### src/rtl/decode_stage_pkg.sv
// Shared RV32I decode types: opcode/funct constants, the decoded-lane record and
// the decode buffer state encoding.
package decode_stage_pkg;

    localparam int XLEN = 32;

    localparam logic [6:0] OPC_LOAD     = 7'b0000011;
    localparam logic [6:0] OPC_MISC_MEM = 7'b0001111;
    localparam logic [6:0] OPC_OP_IMM   = 7'b0010011;
    localparam logic [6:0] OPC_AUIPC    = 7'b0010111;
    localparam logic [6:0] OPC_STORE    = 7'b0100011;
    localparam logic [6:0] OPC_OP       = 7'b0110011;
    localparam logic [6:0] OPC_LUI      = 7'b0110111;
    localparam logic [6:0] OPC_BRANCH   = 7'b1100011;
    localparam logic [6:0] OPC_JALR     = 7'b1100111;
    localparam logic [6:0] OPC_JAL      = 7'b1101111;
    localparam logic [6:0] OPC_SYSTEM   = 7'b1110011;

    localparam logic [2:0] F3_ADD_SUB = 3'd0;
    localparam logic [2:0] F3_SLL     = 3'd1;
    localparam logic [2:0] F3_SRL_SRA = 3'd5;

    localparam logic [6:0] F7_BASE = 7'h00;
    localparam logic [6:0] F7_ALT  = 7'h20;

    typedef struct packed {
        logic [XLEN-1:0] addr;
        logic [6:0]      opcode;
        logic [4:0]      rd;
        logic [4:0]      rs1;
        logic [4:0]      rs2;
        logic [2:0]      funct3;
        logic [6:0]      funct7;
        logic [31:0]     imm;
        logic            illegal;
        logic            uses_rs1;
        logic            uses_rs2;
        logic            writes_rd;
    } instruction_t;

    typedef enum logic [1:0] {
        EMPTY = 2'd0,
        MAIN  = 2'd1,
        SKID  = 2'd2
    } decode_state_e;

endpackage

### src/rtl/rv32i_lane_decode.sv
// Purely combinational single-lane RV32I decoder: fields, sign-extended immediate,
// operand-usage flags and illegal-encoding detection.
module rv32i_lane_decode
    import decode_stage_pkg::*;
(
    input  logic [XLEN-1:0] addr,
    input  logic [31:0]     instr,
    output instruction_t    inst
);

    logic [6:0]  opcode;
    logic [2:0]  f3;
    logic [6:0]  f7;
    logic [4:0]  rd_f;
    logic [4:0]  rs1_f;
    logic [4:0]  rs2_f;
    logic [31:0] imm_i;
    logic [31:0] imm_s;
    logic [31:0] imm_b;
    logic [31:0] imm_u;
    logic [31:0] imm_j;
    logic [31:0] imm_z;

    assign opcode = instr[6:0];
    assign f3     = instr[14:12];
    assign f7     = instr[31:25];
    assign rd_f   = instr[11:7];
    assign rs1_f  = instr[19:15];
    assign rs2_f  = instr[24:20];

    assign imm_i = {{20{instr[31]}}, instr[31:20]};
    assign imm_s = {{20{instr[31]}}, instr[31:25], instr[11:7]};
    assign imm_b = {{19{instr[31]}}, instr[31], instr[7], instr[30:25], instr[11:8], 1'b0};
    assign imm_u = {instr[31:12], 12'h000};
    assign imm_j = {{11{instr[31]}}, instr[31], instr[19:12], instr[20], instr[30:21], 1'b0};
    assign imm_z = {20'h00000, instr[31:20]};

    always_comb begin
        // NOTE: every field gets a default before the case so no path leaves a latch.
        inst        = '0;
        inst.addr   = addr;
        inst.opcode = opcode;
        inst.illegal = (instr[1:0] != 2'b11);

        unique case (opcode)
            OPC_LOAD: begin
                inst.funct3 = f3; inst.rd = rd_f; inst.rs1 = rs1_f; inst.imm = imm_i;
                inst.uses_rs1 = 1'b1; inst.writes_rd = 1'b1;
                if (f3 inside {3'd3, 3'd6, 3'd7}) inst.illegal = 1'b1;
            end
            OPC_STORE: begin
                inst.funct3 = f3; inst.rs1 = rs1_f; inst.rs2 = rs2_f; inst.imm = imm_s;
                inst.uses_rs1 = 1'b1; inst.uses_rs2 = 1'b1;
                if (f3 > 3'd2) inst.illegal = 1'b1;
            end
            OPC_OP_IMM: begin
                inst.funct3 = f3; inst.rd = rd_f; inst.rs1 = rs1_f; inst.imm = imm_i;
                inst.uses_rs1 = 1'b1; inst.writes_rd = 1'b1;
                // Shift-immediates carry their type in funct7; keep it for execute.
                if (f3 == F3_SLL || f3 == F3_SRL_SRA) inst.funct7 = f7;
                if (f3 == F3_SLL && f7 != F7_BASE) inst.illegal = 1'b1;
                if (f3 == F3_SRL_SRA && !(f7 inside {F7_BASE, F7_ALT})) inst.illegal = 1'b1;
            end
            OPC_OP: begin
                inst.funct3 = f3; inst.funct7 = f7;
                inst.rd = rd_f; inst.rs1 = rs1_f; inst.rs2 = rs2_f;
                inst.uses_rs1 = 1'b1; inst.uses_rs2 = 1'b1; inst.writes_rd = 1'b1;
                if (!(f7 == F7_BASE || (f7 == F7_ALT && f3 inside {F3_ADD_SUB, F3_SRL_SRA})))
                    inst.illegal = 1'b1;
            end
            OPC_LUI, OPC_AUIPC: begin
                inst.rd = rd_f; inst.imm = imm_u; inst.writes_rd = 1'b1;
            end
            OPC_JAL: begin
                inst.rd = rd_f; inst.imm = imm_j; inst.writes_rd = 1'b1;
            end
            OPC_JALR: begin
                inst.funct3 = f3; inst.rd = rd_f; inst.rs1 = rs1_f; inst.imm = imm_i;
                inst.uses_rs1 = 1'b1; inst.writes_rd = 1'b1;
                if (f3 != 3'd0) inst.illegal = 1'b1;
            end
            OPC_BRANCH: begin
                inst.funct3 = f3; inst.rs1 = rs1_f; inst.rs2 = rs2_f; inst.imm = imm_b;
                inst.uses_rs1 = 1'b1; inst.uses_rs2 = 1'b1;
                if (f3 inside {3'd2, 3'd3}) inst.illegal = 1'b1;
            end
            OPC_MISC_MEM: begin
                inst.funct3 = f3; inst.imm = imm_z;
            end
            OPC_SYSTEM: begin
                // CSR immediate forms reuse the rs1 field as a 5-bit uimm.
                inst.funct3 = f3; inst.imm = imm_z; inst.rd = rd_f; inst.rs1 = rs1_f;
                inst.uses_rs1  = (f3 != 3'd0) && !f3[2];
                inst.writes_rd = (f3 != 3'd0);
            end
            default: inst.illegal = 1'b1;
        endcase

        if (inst.rd == 5'd0) inst.writes_rd = 1'b0;

        if (inst.illegal) begin
            inst         = '0;
            inst.addr    = addr;
            inst.illegal = 1'b1;
        end
    end

endmodule

### src/rtl/decode_stage.sv
// WIDTH-lane registered RV32I decode stage with a main register plus skid entry,
// so fetch sees a registered ready and rename back-pressure never reaches it combinationally.
module decode_stage
    import decode_stage_pkg::*;
#(
    parameter int WIDTH      = 2,
    parameter int ADDR_WIDTH = 32,
    parameter int DATA_WIDTH = 32,
    parameter int CNT_WIDTH  = 32
) (
    input  logic                        clk,
    input  logic                        rst_n,
    input  logic                        flush,
    input  logic                        if_valid,
    output logic                        if_ready,
    input  logic [WIDTH-1:0]            if_lane_valid,
    input  logic [WIDTH*ADDR_WIDTH-1:0] if_addr,
    input  logic [WIDTH*DATA_WIDTH-1:0] if_instr,
    output logic                        id_valid,
    input  logic                        id_ready,
    output logic [WIDTH-1:0]            id_lane_valid,
    output instruction_t [WIDTH-1:0]    id_inst,
    output logic [CNT_WIDTH-1:0]        decode_count
);

    typedef struct packed {
        logic [WIDTH-1:0]         lane_valid;
        instruction_t [WIDTH-1:0] inst;
    } bundle_t;

    decode_state_e          state_q, state_d;
    bundle_t                main_q, main_d;
    bundle_t                skid_q, skid_d;
    bundle_t                in_bundle;
    logic                   if_ready_q, if_ready_d;
    logic [CNT_WIDTH-1:0]   count_q, count_d;
    logic [CNT_WIDTH-1:0]   lanes_out;
    logic [CNT_WIDTH:0]     count_sum;
    logic                   in_xfer, out_xfer, in_keep;

    for (genvar g = 0; g < WIDTH; g++) begin : g_lane
        logic [XLEN-1:0] lane_addr;
        assign lane_addr = XLEN'(if_addr[g*ADDR_WIDTH +: ADDR_WIDTH]);

        rv32i_lane_decode u_dec (
            .addr  (lane_addr),
            .instr (if_instr[g*DATA_WIDTH +: 32]),
            .inst  (in_bundle.inst[g])
        );
    end

    assign in_bundle.lane_valid = if_lane_valid;

    assign in_xfer  = if_valid && if_ready_q;
    assign out_xfer = (state_q != EMPTY) && id_ready;
    // Empty bundles are consumed but never occupy a buffer slot; flush drops the input.
    assign in_keep  = in_xfer && (|if_lane_valid) && !flush;

    always_comb begin
        state_d = state_q;
        main_d  = main_q;
        skid_d  = skid_q;

        if (flush) begin
            state_d = EMPTY;
        end else begin
            unique case (state_q)
                EMPTY: begin
                    if (in_keep) begin
                        main_d  = in_bundle;
                        state_d = MAIN;
                    end
                end
                MAIN: begin
                    unique case ({in_keep, out_xfer})
                        2'b10: begin
                            skid_d  = in_bundle;
                            state_d = SKID;
                        end
                        2'b01: state_d = EMPTY;
                        2'b11: main_d  = in_bundle;
                        default: ;
                    endcase
                end
                SKID: begin
                    if (out_xfer) begin
                        main_d  = skid_q;
                        state_d = MAIN;
                    end
                end
                default: state_d = EMPTY;
            endcase
        end

        if_ready_d = (state_d != SKID);
    end

    always_comb begin
        lanes_out = '0;
        for (int i = 0; i < WIDTH; i++) begin
            lanes_out = lanes_out + CNT_WIDTH'(main_q.lane_valid[i]);
        end
        count_sum = {1'b0, count_q} + {1'b0, lanes_out};
        count_d   = count_q;
        if (out_xfer && !flush) begin
            count_d = count_sum[CNT_WIDTH] ? '1 : count_sum[CNT_WIDTH-1:0];
        end
    end

    // NOTE: the bundle registers are reset too, since id_inst must read zero out of reset.
    always_ff @(posedge clk or negedge rst_n) begin
        if (!rst_n) begin
            state_q    <= EMPTY;
            main_q     <= '0;
            skid_q     <= '0;
            if_ready_q <= 1'b1;
            count_q    <= '0;
        end else begin
            // NOTE: non-blocking so every register samples the pre-edge values.
            state_q    <= state_d;
            main_q     <= main_d;
            skid_q     <= skid_d;
            if_ready_q <= if_ready_d;
            count_q    <= count_d;
        end
    end

    assign if_ready      = if_ready_q;
    assign id_valid      = (state_q != EMPTY);
    assign id_lane_valid = id_valid ? main_q.lane_valid : '0;
    assign id_inst       = main_q.inst;
    assign decode_count  = count_q;

    a_lane_prefix: assert property (@(posedge clk) disable iff (!rst_n)
        in_xfer |-> ((if_lane_valid & (if_lane_valid + WIDTH'(1))) == '0));

    a_hold_stable: assert property (@(posedge clk) disable iff (!rst_n)
        (id_valid && !id_ready && !flush) |=>
            (id_valid && $stable(id_lane_valid) && $stable(id_inst)));

endmodule

### config.mk
export PLATFORM = sky130hd
export DESIGN_NAME = decode_stage
export DESIGN_NICKNAME = d
export VERILOG_FILES = /design/src/rtl/decode_stage_pkg.sv /design/src/rtl/rv32i_lane_decode.sv /design/src/rtl/decode_stage.sv
export SDC_FILE = /design/constraint.sdc
export NUM_CORES = 1
export LEC_CHECK = 0
export BUFFER_PORTS_ARGS = -buffer_cell sky130_fd_sc_hd__buf_4
export CAP_MARGIN = 15
export CORE_AREA = 2 2 139 276
export CTS_BUF_LIST = sky130_fd_sc_hd__clkbuf_8
export DETAILED_ROUTE_END_ITERATION = 8
export DIE_AREA = 0 0 141 278
export PLACE_DENSITY = 0.92
export SYNTH_ARGS = -nofsm -noshare
export SYNTH_HDL_FRONTEND = slang
export SYNTH_SLANG_ARGS = --single-unit
### constraint.sdc
create_clock -name clk -period 3.5 [get_ports clk]
set_input_delay 0.35 -clock clk [delete_from_list [all_inputs] [get_ports clk]]
set_output_delay 0.35 -clock clk [all_outputs]
set_load 0.02 [all_outputs]
### Yosys cells after proc, flatten, opt, wreduce, memory -nomap -nowiden

Index checks and enable logic that the tools add are counted.

* bits in registers: 439
* output and inout port bits: 236
* logic and storage cells: 222

* add/subtract/negate cells: 2
* $lt $le $gt $ge: 2
* equal/unequal tests: 47
* muxes and demuxes: 51
* bitwise gates (word level): 1
* reduce and logical (&&, ||, !) cells: 66

Operators with widths (count)
* $mux W202: 3
* $pmux W202 S3: 1
* $pmux W32 S6: 2
* $mux W68: 2
* $eq A7 B6 Y1 const B: 8
* $eq A7 B7 Y1 const B: 8
* $add A32 B2 Y33: 1
* $mux W32: 1
* $reduce_or A8 Y1: 4
* $mux W5: 6
* $eq A7 B5 Y1 const B: 4
* $pmux W7 S2: 2
* $reduce_or A7 Y1: 4
* $eq A3 B3 Y1 const B: 6
* $mux W1: 18
* $reduce_bool A3 Y1: 5
* $eq A7 B2 Y1 const B: 2
* $eq A7 B4 Y1 const B: 2
* $logic_not A7 Y1: 2
* $mux W7: 2
* $pmux W1 S7: 2
* $reduce_bool A2 Y1: 7
* $reduce_bool A7 Y1: 2
* $logic_and A1 B1 Y1: 13
* other kinds (25): 62

### Longest topological paths before layout

* depth after elaboration: 9
* gate-level depth with buffers: 12
* gate-level depth less buffers: 9

### Modules after synthesis

From an unflattened synthesis, not the netlist that was laid out.

* cells, all modules: 2447
* area total of the unflattened synthesis: 24130.6 µm²

Modules (own cells, without submodules)
* decode_stage: instances 1, cells each 1927, area an instance 20987.6 µm², seq. area each 10986.8 µm²
* rv32i_lane_decode: instances 2, cells each 260, area an instance 1571.5 µm², seq. area each 0.0 µm²

### Worst setup path after synthesis

Ideal clock, no wire load.

* path type: register -> register
* from: register count_q[0], in the netlist decode_count[0]
* to: register count_q[28], in the netlist decode_count[28]
* setup time: 0.125 ns
* arrival: 2.419 ns
* setup slack: 0.957 ns
* cell stages (with the launch flop): 10
* buffers on the path: 0
* clock period less this slack: 2.543 ns
* cells stage by stage: dfrtp_1 > inv_1 > fa_1 > inv_1 > ha_1 > nand3_1 > or4_1 > nor2_1 > nand4_1 > mux2_2

* longest elaborated chain between the ends: 2

Ends and longest elaborated chain
* start: declaration: line decode_stage.sv:36 `logic [CNT_WIDTH-1:0] count_q, count_d;`
* start signal: assignment: line decode_stage.sv:124 `count_q <= count_d;`
* $add A32 B2 Y33: line decode_stage.sv:103 `count_sum = {1'b0, count_q} + {1'b0, lanes_out};`
* $mux W32: line decode_stage.sv:106 `count_d = count_sum[CNT_WIDTH] ? '1 : count_sum[CNT_WIDTH-1:0];`

Every way passes these cells.
A chain may end at the register's enable or synchronous reset.

### Worst setup path in the final report

* from: register state_q[0]
* to: register main_q (netlist bit id_inst[140])

* longest elaborated chain between the ends: 5
* elaborated cells on any way between the ends: 12

Ends and longest elaborated chain
* start: declaration: line decode_stage.sv:31 `decode_state_e state_q, state_d;`
* start signal: assignment: line decode_stage.sv:120 `state_q <= state_d;`
* $reduce_bool A2 Y1: line decode_stage.sv:55 `assign out_xfer = (state_q != EMPTY) && id_ready;`
* $logic_and A1 B1 Y1: line decode_stage.sv:55
* $eq A2 B2 Y1: line decode_stage.sv:75 `unique case ({in_keep, out_xfer})`
* $ne A2 B1 Y1 (no source line)
* $reduce_and A5 Y1 (no source line)
* end signal: assignment: line decode_stage.sv:121 `main_q <= main_d;`
* end: declaration: line decode_stage.sv:32 `bundle_t main_q, main_d;`

Several ways; a longest one is shown, not always the timed one.

==> flow_summary.ini <==
[global_routing]
grt_pass1_vias = 20095
grt_pass1_wl_um = 107000
overflow = 0
antenna_found_initial = 4
grt_max_degree = 166
grtUsageTotal_pct = 34.5

[job]
cap_violations = 0

[timing]
hold_viol_final = 0
skew_ns = 0.0462
timing.fmax_ghz = 0.357
maxSlewHeadroom_pct = 27.5
layout_setup_ws_ns = 0.703
slew_viol_final = 0
rsz0062_at_grt = false
fin_crit_ns = 2.80
setup_viol = 0
timing.hold.ws_ns = 0.0375
post-route-period-util_pct = 79.9
finalSetupTns_ns = 0
worst_slew_pin_slew_ns = 1.09

[routing]
drc = 0
ant_nets = 0
routedWlPerCell_um = 21.8
drtIter0Drc = 1547
postRouteWirelength_um = 68800
via_count = 19647
via_per_inst = 6.23
dr.pass1.iters = 8

[floorplanning]
die_w_um = 141
num_rows = 100
initial_utilization_pct = 57.2
ioPinCount = 371
core_area_um2 = 37200
die_h_um = 278
dieArea_um2 = 39200

[setup_path]
required_ns = 3.97
worstPathMaxFanout = 146
setup.worst_path.end = id_inst[140]$_DFFE_PN0P_
end_kind = register
crit_chain = or2_1, nand2_1, inv_1, ha_1, a22o_1, o21ai_4, buf_12, o21ai_0
critPathLaunch = state_q[0]$_DFF_PN0_
crit_family = compound AO/OA/AOI/OAI gates
cp_slowest_cell = dfrtp_1
cp_slowest_stage_delay_ns = 0.44
worstSetupPathType = reg2reg
worst-r2r-setup-slack_ns = 0.70
startpoint_type = register
critPathBufInv = 2
worst_r2r_endpoint = id_inst[140]$_DFFE_PN0P_
cp.depth = 8
reg2reg_from = state_q[0]$_DFF_PN0_
reg2reg_depth = 8
arrival_ns = 3.26

[power_and_ir_drop]
ir_drop_mv = 0.354
leakage_nw = 12.2
report.power.total_w = 0.0132
powerDensity_nw_per_um2 = 519

[clock_tree]
htreeDepth = 2
clk_pin_slew_ns = 0.07
insertion_delay_ns = 0.67
cts_tree = built
cts_max_path_buffers = 3
hold_buffers = 112
cts_resized = 0
cts_root_buffer = clkbuf_8
cts_sinks = 439
cts_buffers = 61
post_cts_buffers = 0

[layout]
areaGrowthSynthToFinish_pct = 19.4
multi_input_area_um2 = 8090
seq_area_um2 = 11000
drive_gt1_share_pct = 19.7
fillers = 2615
finalNetCount = 2780

[synthesis]
ys_seq_area_share_pct = 51.7
synth.distinct_cells = 70
synth_edf_count = 0
synthArstFlopShare_pct = 100
syn-num-nets = 2567
synth-seq-cells = 439
yosys_warnings = 0
synth_area_um2 = 21300
syn_inst = 2428
synth_top_flop_cell = dfrtp_1
syn_avg_cell_area_um2 = 8.76

[place]
port_buffers = 370
hpwlAfterDp_um = 42500
dp_slack_ns = 0.760
gp_congestion = 1.00

[min_path]
hold_path.class = in2reg
hold_depth = 3

[status]
run_status = complete, no violations
-- sequential cells by signal (all words and copies together), names as in the netlist --
signal / flops
id_inst: 200
skid_q: 202
if_ready: 1
state_q: 2
decode_count: 32
main_q: 2
-- kinds of logic after synthesis --
family / synth area share (%)
AOI/OAI and AO/OA: 15.1
xor gates and xnor gates: 0.865
adders and majority gates: 0.271
buffers and inverters: 10.6
DFF: 51.7
muxes: 0.206
and+or+nand+nor: 21.4
-- worst min path at each step --
stage                       from                          end  slack [ns]
finish              if_instr[35]     id_inst[164]$_DFFE_PN0P_        0.04
CTS                     id_ready           if_ready$_DFF_PN1_    0.000005
floorplan                  rst_n  decode_count[0]$_DFFE_PN0P_        0.05
global placement           rst_n       skid_q[74]$_DFFE_PN0P_        0.40
global route            id_ready           if_ready$_DFF_PN1_        0.03
detailed placement         rst_n       skid_q[74]$_DFFE_PN0P_        0.40
-- layer usage --
layer  up-vias  wire length (um)  track usage [%]
met2      1295             34200             58.2
met5         -                 0                0
met1      9438             22900             37.6
met4         0              5910             26.8
li1       8509                 -                -
met3       405              5790             7.26
-- layout by cell type (no fill, tap or decap), drive strengths merged, types with 5 or more instances in the layout --
cell           n
a21oi        166
xor2          13
a221o         24
nand3         88
a22o           6
and4           7
o211ai         7
or2            9
o21ai        101
nor3          16
nand4         26
a32oi          6
dfrtp        438
inv           38
nor4           6
clkbuf        80
xnor2          8
or3           14
o22ai         55
and2          19
dlygate4sd3  112
a31oi         74
nand2        600
nand2b        13
or4            5
nor2b          7
clkinv        12
buf          408
o21a           5
o31ai         50
and3          44
nor2         182
-- cells in the mapped netlist (6+ instances only) --
| master | instances | area share [%] |
|---|---|---|
| and3_1 | 44 | 1.3 |
| dfrtp_1 | 438 | 52 |
| nand3_1 | 88 | 2.1 |
| inv_1 | 21 | 0.37 |
| a221o_1 | 24 | 1.1 |
| nand2_1 | 600 | 11 |
| o211ai_1 | 7 | 0.25 |
| a32oi_1 | 6 | 0.25 |
| xnor2_1 | 8 | 0.33 |
| buf_1 | 10 | 0.18 |
| buf_4 | 200 | 7.1 |
| and2_1 | 19 | 0.56 |
| a22o_1 | 6 | 0.25 |
| a31oi_1 | 74 | 2.2 |
| o31ai_1 | 49 | 1.7 |
| nand2b_1 | 13 | 0.38 |
| a21oi_1 | 166 | 3.9 |
| nor2_1 | 182 | 3.2 |
| o21ai_0 | 99 | 2.3 |
| xor2_1 | 13 | 0.54 |
| clkbuf_1 | 142 | 2.5 |
| o22ai_1 | 55 | 1.6 |
| nor3_1 | 14 | 0.33 |
| nor2b_1 | 7 | 0.21 |
| nand4_1 | 25 | 0.74 |
| buf_2 | 14 | 0.33 |
| or3_1 | 14 | 0.41 |
-- worst min-delay path, delay by kind of cell --
family                 cells  cell delay (ns)
and+or+nand+nor            1             0.08
buffers and inverters      1             0.17
AOI/OAI and AO/OA          1             0.06
-- metrics by stage --
step	cells	instance area, um2	util, %
final	3154	25400	68.3
after global routing	3154	25400	68.3
after CTS	3150	25400	68.3
after detailed placement	2925	22900	61.8
after global placement	2925	22900	61.8
after floorplan	2428	21300	-
-- final cells by class --
class                           instances  share of cell area (%)
Multi-Input combinational cell       1598                    31.9
Tap cell                              459                    2.26
Inverter                               21                   0.310
Antenna cell                            4                  0.0394
Clock buffer                           80                    4.34
Sequential cell                       439                    43.3
Timing Repair Buffer                  520                    17.1
Clock inverter                         33                   0.847
-- power breakdown --
part	switching (W)	internal, W
clock	0.00207	0.00220
combinational	0.00167	0.00113
sequential	0.000426	0.00568
Power figures use the tool's default switching activity.
